$ cat src/rtl/instruction_fetcher.sv
// rtl/instruction_fetcher.sv - fetch PC, one-at-a-time fetch handshake, static predecode, instruction queue
module instruction_fetcher #(
    parameter int          IQ_DEPTH_LOG = 4,
    parameter logic [31:0] RESET_PC     = 32'h0
) (
    input  logic        clk_in,
    input  logic        rst_in,
    input  logic        rdy_in,
    input  logic        roll_back,
    input  logic [31:0] roll_back_pc,
    output logic        mc_fetch_start,
    output logic [31:0] mc_pc,
    input  logic        mc_finish_fetch,
    input  logic [31:0] mc_instruction,
    input  logic [31:0] mc_instruction_pc,
    output logic        iq_valid,
    output logic [31:0] iq_inst,
    output logic [31:0] iq_pc,
    output logic        iq_pred_taken,
    input  logic        iq_pop,
    output logic        iq_full
);

    localparam int                  DEPTH   = 1 << IQ_DEPTH_LOG;
    localparam logic [IQ_DEPTH_LOG:0]   CNT_MAX = (IQ_DEPTH_LOG + 1)'(DEPTH);
    localparam logic [IQ_DEPTH_LOG:0]   CNT_ONE = (IQ_DEPTH_LOG + 1)'(1);
    localparam logic [IQ_DEPTH_LOG-1:0] PTR_ONE = IQ_DEPTH_LOG'(1);

    typedef enum logic [1:0] {
        S_IDLE,
        S_WAIT,
        S_GAP
    } state_t;

    state_t                  state_q, state_d;
    logic [31:0]             pc_q, pc_d;
    logic                    start_q, start_d;
    logic [IQ_DEPTH_LOG-1:0] head_q, head_d;
    logic [IQ_DEPTH_LOG-1:0] tail_q, tail_d;
    logic [IQ_DEPTH_LOG:0]   count_q, count_d;

    logic [31:0] inst_mem [DEPTH];
    logic [31:0] pc_mem   [DEPTH];
    logic        pred_mem [DEPTH];

    logic        push, pop, flush;
    logic [31:0] imm_j, imm_b, next_pc;
    logic        pred_taken;

    // Static prediction: JAL always taken, backward conditional branches taken.
    always_comb begin
        imm_j      = {{11{mc_instruction[31]}}, mc_instruction[31], mc_instruction[19:12],
                      mc_instruction[20], mc_instruction[30:21], 1'b0};
        imm_b      = {{19{mc_instruction[31]}}, mc_instruction[31], mc_instruction[7],
                      mc_instruction[30:25], mc_instruction[11:8], 1'b0};
        next_pc    = pc_q + 32'd4;
        pred_taken = 1'b0;
        if (mc_instruction[6:0] == 7'b1101111) begin
            next_pc    = pc_q + imm_j;
            pred_taken = 1'b1;
        end else if (mc_instruction[6:0] == 7'b1100011 && imm_b[31]) begin
            next_pc    = pc_q + imm_b;
            pred_taken = 1'b1;
        end
    end

    always_comb begin
        state_d = state_q;
        pc_d    = pc_q;
        start_d = start_q;
        push    = 1'b0;
        pop     = 1'b0;
        flush   = 1'b0;
        if (rdy_in) begin
            if (roll_back) begin
                flush   = 1'b1;
                pc_d    = roll_back_pc;
                start_d = 1'b0;
                state_d = S_IDLE;
            end else begin
                pop = iq_pop && (count_q != '0);
                case (state_q)
                    S_IDLE: begin
                        if (count_q < CNT_MAX) begin
                            start_d = 1'b1;
                            state_d = S_WAIT;
                        end else begin
                            start_d = 1'b0;
                        end
                    end
                    S_WAIT: begin
                        if (mc_finish_fetch) begin
                            start_d = 1'b0;
                            state_d = S_GAP;
                            // A word tagged with a stale PC is dropped and the same PC refetched.
                            if (mc_instruction_pc == pc_q) begin
                                push = 1'b1;
                                pc_d = next_pc;
                            end
                        end
                    end
                    S_GAP: begin
                        start_d = 1'b0;
                        state_d = S_IDLE;
                    end
                    default: begin
                        start_d = 1'b0;
                        state_d = S_IDLE;
                    end
                endcase
            end
        end
    end

    always_comb begin
        head_d  = head_q;
        tail_d  = tail_q;
        count_d = count_q;
        if (flush) begin
            head_d  = '0;
            tail_d  = '0;
            count_d = '0;
        end else begin
            if (pop)
                head_d = head_q + PTR_ONE;
            if (push)
                tail_d = tail_q + PTR_ONE;
            if (push && !pop)
                count_d = count_q + CNT_ONE;
            else if (pop && !push)
                count_d = count_q - CNT_ONE;
        end
    end

    always_ff @(posedge clk_in or negedge rst_in) begin
        if (!rst_in) begin
            state_q <= S_IDLE;
            pc_q    <= RESET_PC;
            start_q <= 1'b0;
            head_q  <= '0;
            tail_q  <= '0;
            count_q <= '0;
        end else begin
            state_q <= state_d;
            pc_q    <= pc_d;
            start_q <= start_d;
            head_q  <= head_d;
            tail_q  <= tail_d;
            count_q <= count_d;
        end
    end

    always_ff @(posedge clk_in) begin
        if (push) begin
            inst_mem[tail_q] <= mc_instruction;
            pc_mem[tail_q]   <= pc_q;
            pred_mem[tail_q] <= pred_taken;
        end
    end

    assign mc_fetch_start = start_q;
    assign mc_pc          = pc_q;
    assign iq_valid       = (count_q != '0);
    assign iq_full        = (count_q == CNT_MAX);
    assign iq_inst        = iq_valid ? inst_mem[head_q] : 32'h0;
    assign iq_pc          = iq_valid ? pc_mem[head_q]   : 32'h0;
    assign iq_pred_taken  = iq_valid ? pred_mem[head_q] : 1'b0;

endmodule

$ cat config.mk
export PLATFORM = sky130hd
export DESIGN_NAME = instruction_fetcher
export DESIGN_NICKNAME = d
export VERILOG_FILES = /design/src/rtl/instruction_fetcher.sv
export SDC_FILE = /design/constraint.sdc
export NUM_CORES = 1
export LEC_CHECK = 0
export BUFFER_PORTS_ARGS = -buffer_cell sky130_fd_sc_hd__clkbuf_2
export CAP_MARGIN = 20
export CELL_PAD_IN_SITES_DETAIL_PLACEMENT = 0
export CELL_PAD_IN_SITES_GLOBAL_PLACEMENT = 1
export CORE_AREA = 2 2 280 559
export CTS_BUF_LIST = sky130_fd_sc_hd__clkbuf_4
export CTS_CLUSTER_DIAMETER = 200
export DETAILED_ROUTE_END_ITERATION = 10
export DIE_AREA = 0 0 282 561
export GPL_TIMING_DRIVEN = 0
export PLACE_DENSITY = 0.55
export SLEW_MARGIN = 20
export SYNTH_ARGS = -nofsm -noshare
export SYNTH_HDL_FRONTEND = slang
export SYNTH_SLANG_ARGS = --single-unit
$ cat constraint.sdc
create_clock -name clk_in -period 7.28 [get_ports clk_in]
set_input_delay 1.092 -clock clk_in [delete_from_list [all_inputs] [get_ports clk_in]]
set_output_delay 1.092 -clock clk_in [all_outputs]
set_load 0.02 [all_outputs]
==> impl_metrics.env, run 1 <==
export IMPL_final_area_mm2=0.0548
export IMPL_cts_resized=0
export IMPL_io_pins=202
export IMPL_post_cts_repair_setup_buffers=0
export IMPL_worst_pin_slew_ps=1140
export IMPL_cts_buffers=292
export IMPL_worst_ep_required_time_ps=6190
export IMPL_synth_top_area_share=0.680
export IMPL_cts_sinks=1088
export IMPL_powerDensity_mw_per_mm2=297
export IMPL_dp_hpwl_mm=98.2
export IMPL_path_class="flop to output port"
export IMPL_fill_cells=14700
export IMPL_clock_root_buffer="clkbuf_4"
export IMPL_synth_nets=2564
export IMPL_synth_area_top_cells="edfxtp_1 (68%), mux4_2 (16%), dfrtp_1 (2.6%)"
export IMPL_grt_usage=0.181
export IMPL_dr_pass1_iters=5
export IMPL_period_share=0.888
export IMPL_use_met1=0.247
export IMPL_core_area_mm2=0.154
export IMPL_clock_skew_ps=58.5
export IMPL_start_kind="flop"
export IMPL_die_w_um=282
export IMPL_synth_area_mm2=0.0459
export IMPL_final_common_cell="edfxtp_1"
export IMPL_yosysWarnings=0
export IMPL_status="finished, final reports clean"
export IMPL_syn_area_per_cell_um2=19.1
export IMPL_post_route_util=0.356
export IMPL_fmax_ghz=0.155
export IMPL_cp_end_kind="output port"
export IMPL_max_slew_margin=0.238
export IMPL_synth_edf_count=1040
export IMPL_vdd_drop_max_v=0.000200
export IMPL_async_reset_ff_frac=0.0441
export IMPL_dieArea_mm2=0.158
export IMPL_p_leak_nw=17.9
export IMPL_met2_usage=0.293
export IMPL_hold_buffers=1
export IMPL_arrival_ps=5370
export IMPL_gp_congestion=0.884
export IMPL_yosysTopAreaCell="edfxtp_1"
export IMPL_cts_tree="done"
export IMPL_period_needed_ps=6460
export IMPL_ys_ff_latch=1088
export IMPL_via_per_inst=5.10
export IMPL_drtIter0Drc=2479
export IMPL_initial_core_util=0.298
export IMPL_setup_violations=0
export IMPL_area_growth_pct=19.3
export IMPL_reg2reg_slack_ps=1730
export IMPL_grt_pass1_vias=27600
export IMPL_met3_usage=0.0364
export IMPL_fin_nets=3155
export IMPL_slew_violations=0
export IMPL_drv_cap=0
export IMPL_clkLatencyLatePin_ps=1230
export IMPL_clkTransAtPathRegs_ps=60
export IMPL_grt_max_degree=38
export IMPL_yosysSeqAreaShare=0.706
export IMPL_wirelength_mm=143
export IMPL_placementRows=204
export IMPL_antenna_found_initial=7
export IMPL_wl_per_cell_um=27.2
export IMPL_die_y_um=561
export IMPL_clk_path_buf_depth=4
export IMPL_critPathMaxFanout=10
export IMPL_synth_cell_type_count=82
export IMPL_h_tree_depth=5
export IMPL_vias=26800
export IMPL_synthFlopType="edfxtp_1"
export IMPL_dpl_cell_count=4760
export IMPL_placed_cell_area_mm2=0.0513
export IMPL_power_mw=16.3
export IMPL_stdcell_count=5246
export IMPL_layout_common_cells="edfxtp_1 (1040), clkbuf_4 (417), mux4_2 (325)"
export IMPL_drc_errors=0
export IMPL_grt_overflow=0
export IMPL_holdCritPathClass="input port to flop"
export IMPL_hold_viol_final=0
export IMPL_rsz0062_at_grt="false"
export IMPL_ant_nets=0
export IMPL_grt_busiest_layer="met2"
export IMPL_portBuffers=199
export IMPL_grt_pass1_wl_mm=202
export IMPL_final_layout_size_suffix_gt1_frac=0.359
export IMPL_synthCells=2406
-- cell families after synthesis --
group                    after synthesis  share of synthesized area
flip-flops                          1088                      0.706
AND/OR/NAND/NOR                      402                     0.0447
multiplexers                         334                      0.161
AO/OA/AOI/OAI                        280                     0.0405
buffers and inverters                154                     0.0137
XOR/XNOR                              92                     0.0175
adder cells (fa/ha/maj)               56                     0.0158
-- critical path: stages (launching register included) --
cell,delay [ps]
dfrtp_1,340
clkbuf_1,770
clkbuf_1,890
clkbuf_1,840
mux4_2,420
mux4_2,550
and2_1,190
clkbuf_2,150
-- final timing paths --
check                      cells after the start            end             start
max                                            7      iq_pc[14]         head_q[1]
min                                            3      mc_pc[22]  roll_back_pc[22]
max reg2reg                                   11  pc_mem[3][14]          mc_pc[3]
min reg2reg                                    2     state_q[0]        state_q[0]
max in group asynchronous                      3     count_q[4]            rst_in
min in group asynchronous                      2      mc_pc[23]            rst_in
-- final cells by class --
type                    instances  area (µm²)  area share
diodes                         10        25.0    0.000457
clock buffers                 416        3120      0.0570
clock inverters                57         246     0.00450
multi-input cells            1164       13000       0.237
well taps                    2060        2580      0.0471
inverters                      29         109     0.00199
flip-flops and latches       1088       32400       0.592
repair buffers                297        2720      0.0496
plain buffers                 125         554      0.0101
-- layer usage --
layer | vias to the layer above | share of wire
met5 | - | 0.00024
met2 | 1096 | 0.48
met1 | 14100 | 0.43
li1 | 11300 | -
met4 | 6 | 0.022
met3 | 203 | 0.064
-- flip-flops by register name, indices dropped and copies added (netlist names) --
register        cells
mc_pc              32
pc_mem            512
tail_q              4
inst_mem          512
head_q              4
state_q             2
mc_fetch_start      1
pred_mem           16
count_q             5
-- report_power, final --
group	switching, mW	internal, mW
clock	2.45	2.64
sequential	0.253	6.98
combinational	2.32	1.64
-- stage by stage --
step / setup TNS (ps) / hold WS (ps) / worst slack (ps)
after floorplan: -35360 / 482 / -229
after global placement: -4797020 / 527 / -8160
after detailed placement: 0 / 524 / 1350
after CTS: 0 / 0.414 / 596
after global routing: 0 / 48.1 / 540
final: 0 / 152 / 819
-- Yosys cell counts (7+ instances only) --
cell	n
mux2i_1	9
edfxtp_1	1040
o31ai_1	8
o221ai_1	7
inv_1	27
a21oi_1	80
nand2_1	90
nor2_1	91
a21o_1	16
a221oi_1	9
buf_2	18
nor2b_1	7
dfrtp_1	48
buf_1	12
and2_1	75
a211oi_1	12
o21ai_0	50
clkbuf_1	90
nand2b_1	9
o211ai_1	7
xor2_1	57
a221o_1	7
o21bai_1	7
o21a_1	7
nor3_1	27
a31oi_1	13
o21ai_1	10
nand3_1	38
xnor2_1	35
ha_1	53
nand4_1	10
and3_1	19
mux4_2	325
Note: power is estimated with default switching activity, not from simulation.
==> run 2: changes to the inputs <==
--- a/config.mk
+++ b/config.mk
@@ -10,7 +10,6 @@
 export CELL_PAD_IN_SITES_DETAIL_PLACEMENT = 0
 export CELL_PAD_IN_SITES_GLOBAL_PLACEMENT = 1
 export CORE_AREA = 2 2 280 559
-export CTS_BUF_LIST = sky130_fd_sc_hd__clkbuf_4
 export CTS_CLUSTER_DIAMETER = 200
 export DETAILED_ROUTE_END_ITERATION = 10
 export DIE_AREA = 0 0 282 561
==> run 2 against run 1 <==
  * Utilization about the same
  * Via count fell by 5.0%
  * Register-to-register slack better by 60 ps
  * First-iteration DRC count is 6.0% higher
  * Largest power group unchanged
==> impl_metrics.env, run 2 (synthesized netlist as in run 1, its figures left out) <==
export IMPL_wl_per_cell_um=28.5
export IMPL_initial_core_util=0.298
export IMPL_p_clk_frac=0.329
export IMPL_wirelength_mm=141
export IMPL_hold_buffers=0
export IMPL_dp_hpwl_mm=98.2
export IMPL_crit_start="head_q[1]"
export IMPL_pwr_share_seq=0.435
export IMPL_tns_ps=0
export IMPL_io_pins=202
export IMPL_final_common_cell="edfxtp_1"
export IMPL_final_layout_size_suffix_gt1_frac=0.300
export IMPL_grt_overflow=0
export IMPL_cp_top_family="buffers and inverters"
export IMPL_die_w_um=282
export IMPL_holdCritPathClass="input port to async pin"
export IMPL_dr_pass1_iters=5
export IMPL_h_tree_depth=3
export IMPL_start_kind="flop"
export IMPL_drc_errors=0
export IMPL_cts_buffers=108
export IMPL_vias=25400
export IMPL_powerDensity_mw_per_mm2=304
export IMPL_cts_sinks=1088
export IMPL_fmax_ghz=0.167
export IMPL_cpMostUsedCell="clkbuf_1"
export IMPL_p_leak_nw=17.5
export IMPL_reg2reg_slack_ps=1790
export IMPL_period_share=0.824
export IMPL_multi_input_area_mm2=0.0130
export IMPL_cts_tree="done"
export IMPL_p_switching_mw=4.96
export IMPL_cp_slowest_stage_delay_ps=900
export IMPL_cp_end_kind="output port"
export IMPL_fin_nets=2969
export IMPL_antenna_found_initial=6
export IMPL_pwr_share_comb=0.236
export IMPL_core_area_mm2=0.154
export IMPL_clock_skew_ps=49.1
export IMPL_crit_slowest_cell="clkbuf_1"
export IMPL_area_growth_pct=19.3
export IMPL_via_per_inst=5.13
export IMPL_grt_max_degree=38
export IMPL_clkTransAtPathRegs_ps=60
export IMPL_ant_nets=0
export IMPL_regArea_mm2=0.0324
export IMPL_cts_resized=0
export IMPL_arrival_ps=4910
export IMPL_fin_hold_ws_ps=366
export IMPL_setup_violations=0
export IMPL_placementRows=204
export IMPL_post_cts_repair_setup_buffers=0
export IMPL_layout_common_cells="edfxtp_1 (1040), mux4_2 (325), clkbuf_2 (219)"
export IMPL_grt_usage=0.178
export IMPL_switching_share=0.298
export IMPL_period_needed_ps=6000
export IMPL_crit_chain="clkbuf_1 -> clkbuf_1 -> clkbuf_1 -> mux4_2 -> mux4_2 -> and2_1 -> clkbuf_2"
export IMPL_worst_pin_slew_ps=1150
export IMPL_portBuffers=199
export IMPL_drv_cap=0
export IMPL_clk_path_buf_depth=3
export IMPL_dieArea_mm2=0.158
export IMPL_die_y_um=561
export IMPL_crit_buf_inv=4
export IMPL_critPathMaxFanout=10
export IMPL_path_class="flop to output port"
export IMPL_drtIter0Drc=2628
export IMPL_reg2reg_from="mc_pc[3]"
export IMPL_clkLatencyLatePin_ps=730
export IMPL_clock_root_buffer="clkbuf_16"
export IMPL_gp_congestion=0.884
export IMPL_fill_cells=14500
export IMPL_grt_pass1_vias=26000
export IMPL_max_slew_margin=0.233
export IMPL_vdd_drop_max_v=0.000202
export IMPL_worst_ep_required_time_ps=6190
export IMPL_p_int_mw=11.7
export IMPL_slew_violations=0
export IMPL_rsz0062_at_grt="false"
export IMPL_status="finished, final reports clean"
export IMPL_stdcell_count=4956
export IMPL_grt_pass1_wl_mm=199
export IMPL_post_route_util=0.356
export IMPL_hold_viol_final=0
export IMPL_dpl_cell_count=4760
-- run 2: changes by cell type in the layout (fill, tap and decap cells not counted), sizes merged, moves of 2 or more --
cell and delta:
bufinv +7, clkbuf -284, clkinv -3, clkinvlp +2, diode -8, inv -2
-- run 2: worst paths after layout --
path | end | cells after the start
min in group clk_in | state_q[0] | 2
worst min register to register | state_q[0] | 2
worst min-delay path | mc_pc[3] | 1
max in group asynchronous | state_q[1] | 2
worst max-delay path | iq_pc[14] | 7
worst max register to register | pc_mem[3][16] | 11
-- run 2: area by class of cell --
cell class                      instances  area share
Timing Repair Buffer                  295      0.0492
Inverter                               29     0.00199
Tap cell                             2060      0.0470
Antenna cell                            2   0.0000913
Multi-Input combinational cell       1164       0.237
Sequential cell                      1088       0.592
Buffer                                125      0.0101
Clock inverter                         61      0.0105
Clock buffer                          132      0.0523
-- run 2: per-layer routing --
metal | global-route usage | vias up | wire [µm]
met4 | 0.0444 | 6 | 2910
li1 | - | 10700 | -
met1 | 0.251 | 13600 | 62500
met5 | 0 | - | 31
met3 | 0.0237 | 157 | 7770
met2 | 0.291 | 903 | 68000
-- run 2: power groups by stage --
stage	Sequential, mW	Clock (mW)	Combinational (mW)
after global placement	7.36	0	3.97
after floorplan	7.27	0	2.53
after global routing	7.26	5.82	4.22
final	7.24	5.48	3.93
after CTS	7.25	5.61	4.01
after detailed placement	7.38	0	3.99
-- run 2: through the flow --
stage,instance area (µm²),setup WS (ps),power (mW)
final,54800,1280,16.7
after global routing,54800,1100,17.3
after CTS,54800,1160,16.9
after detailed placement,51300,1350,11.4
after global placement,49500,-8160,11.3
after floorplan,45900,-229,9.80
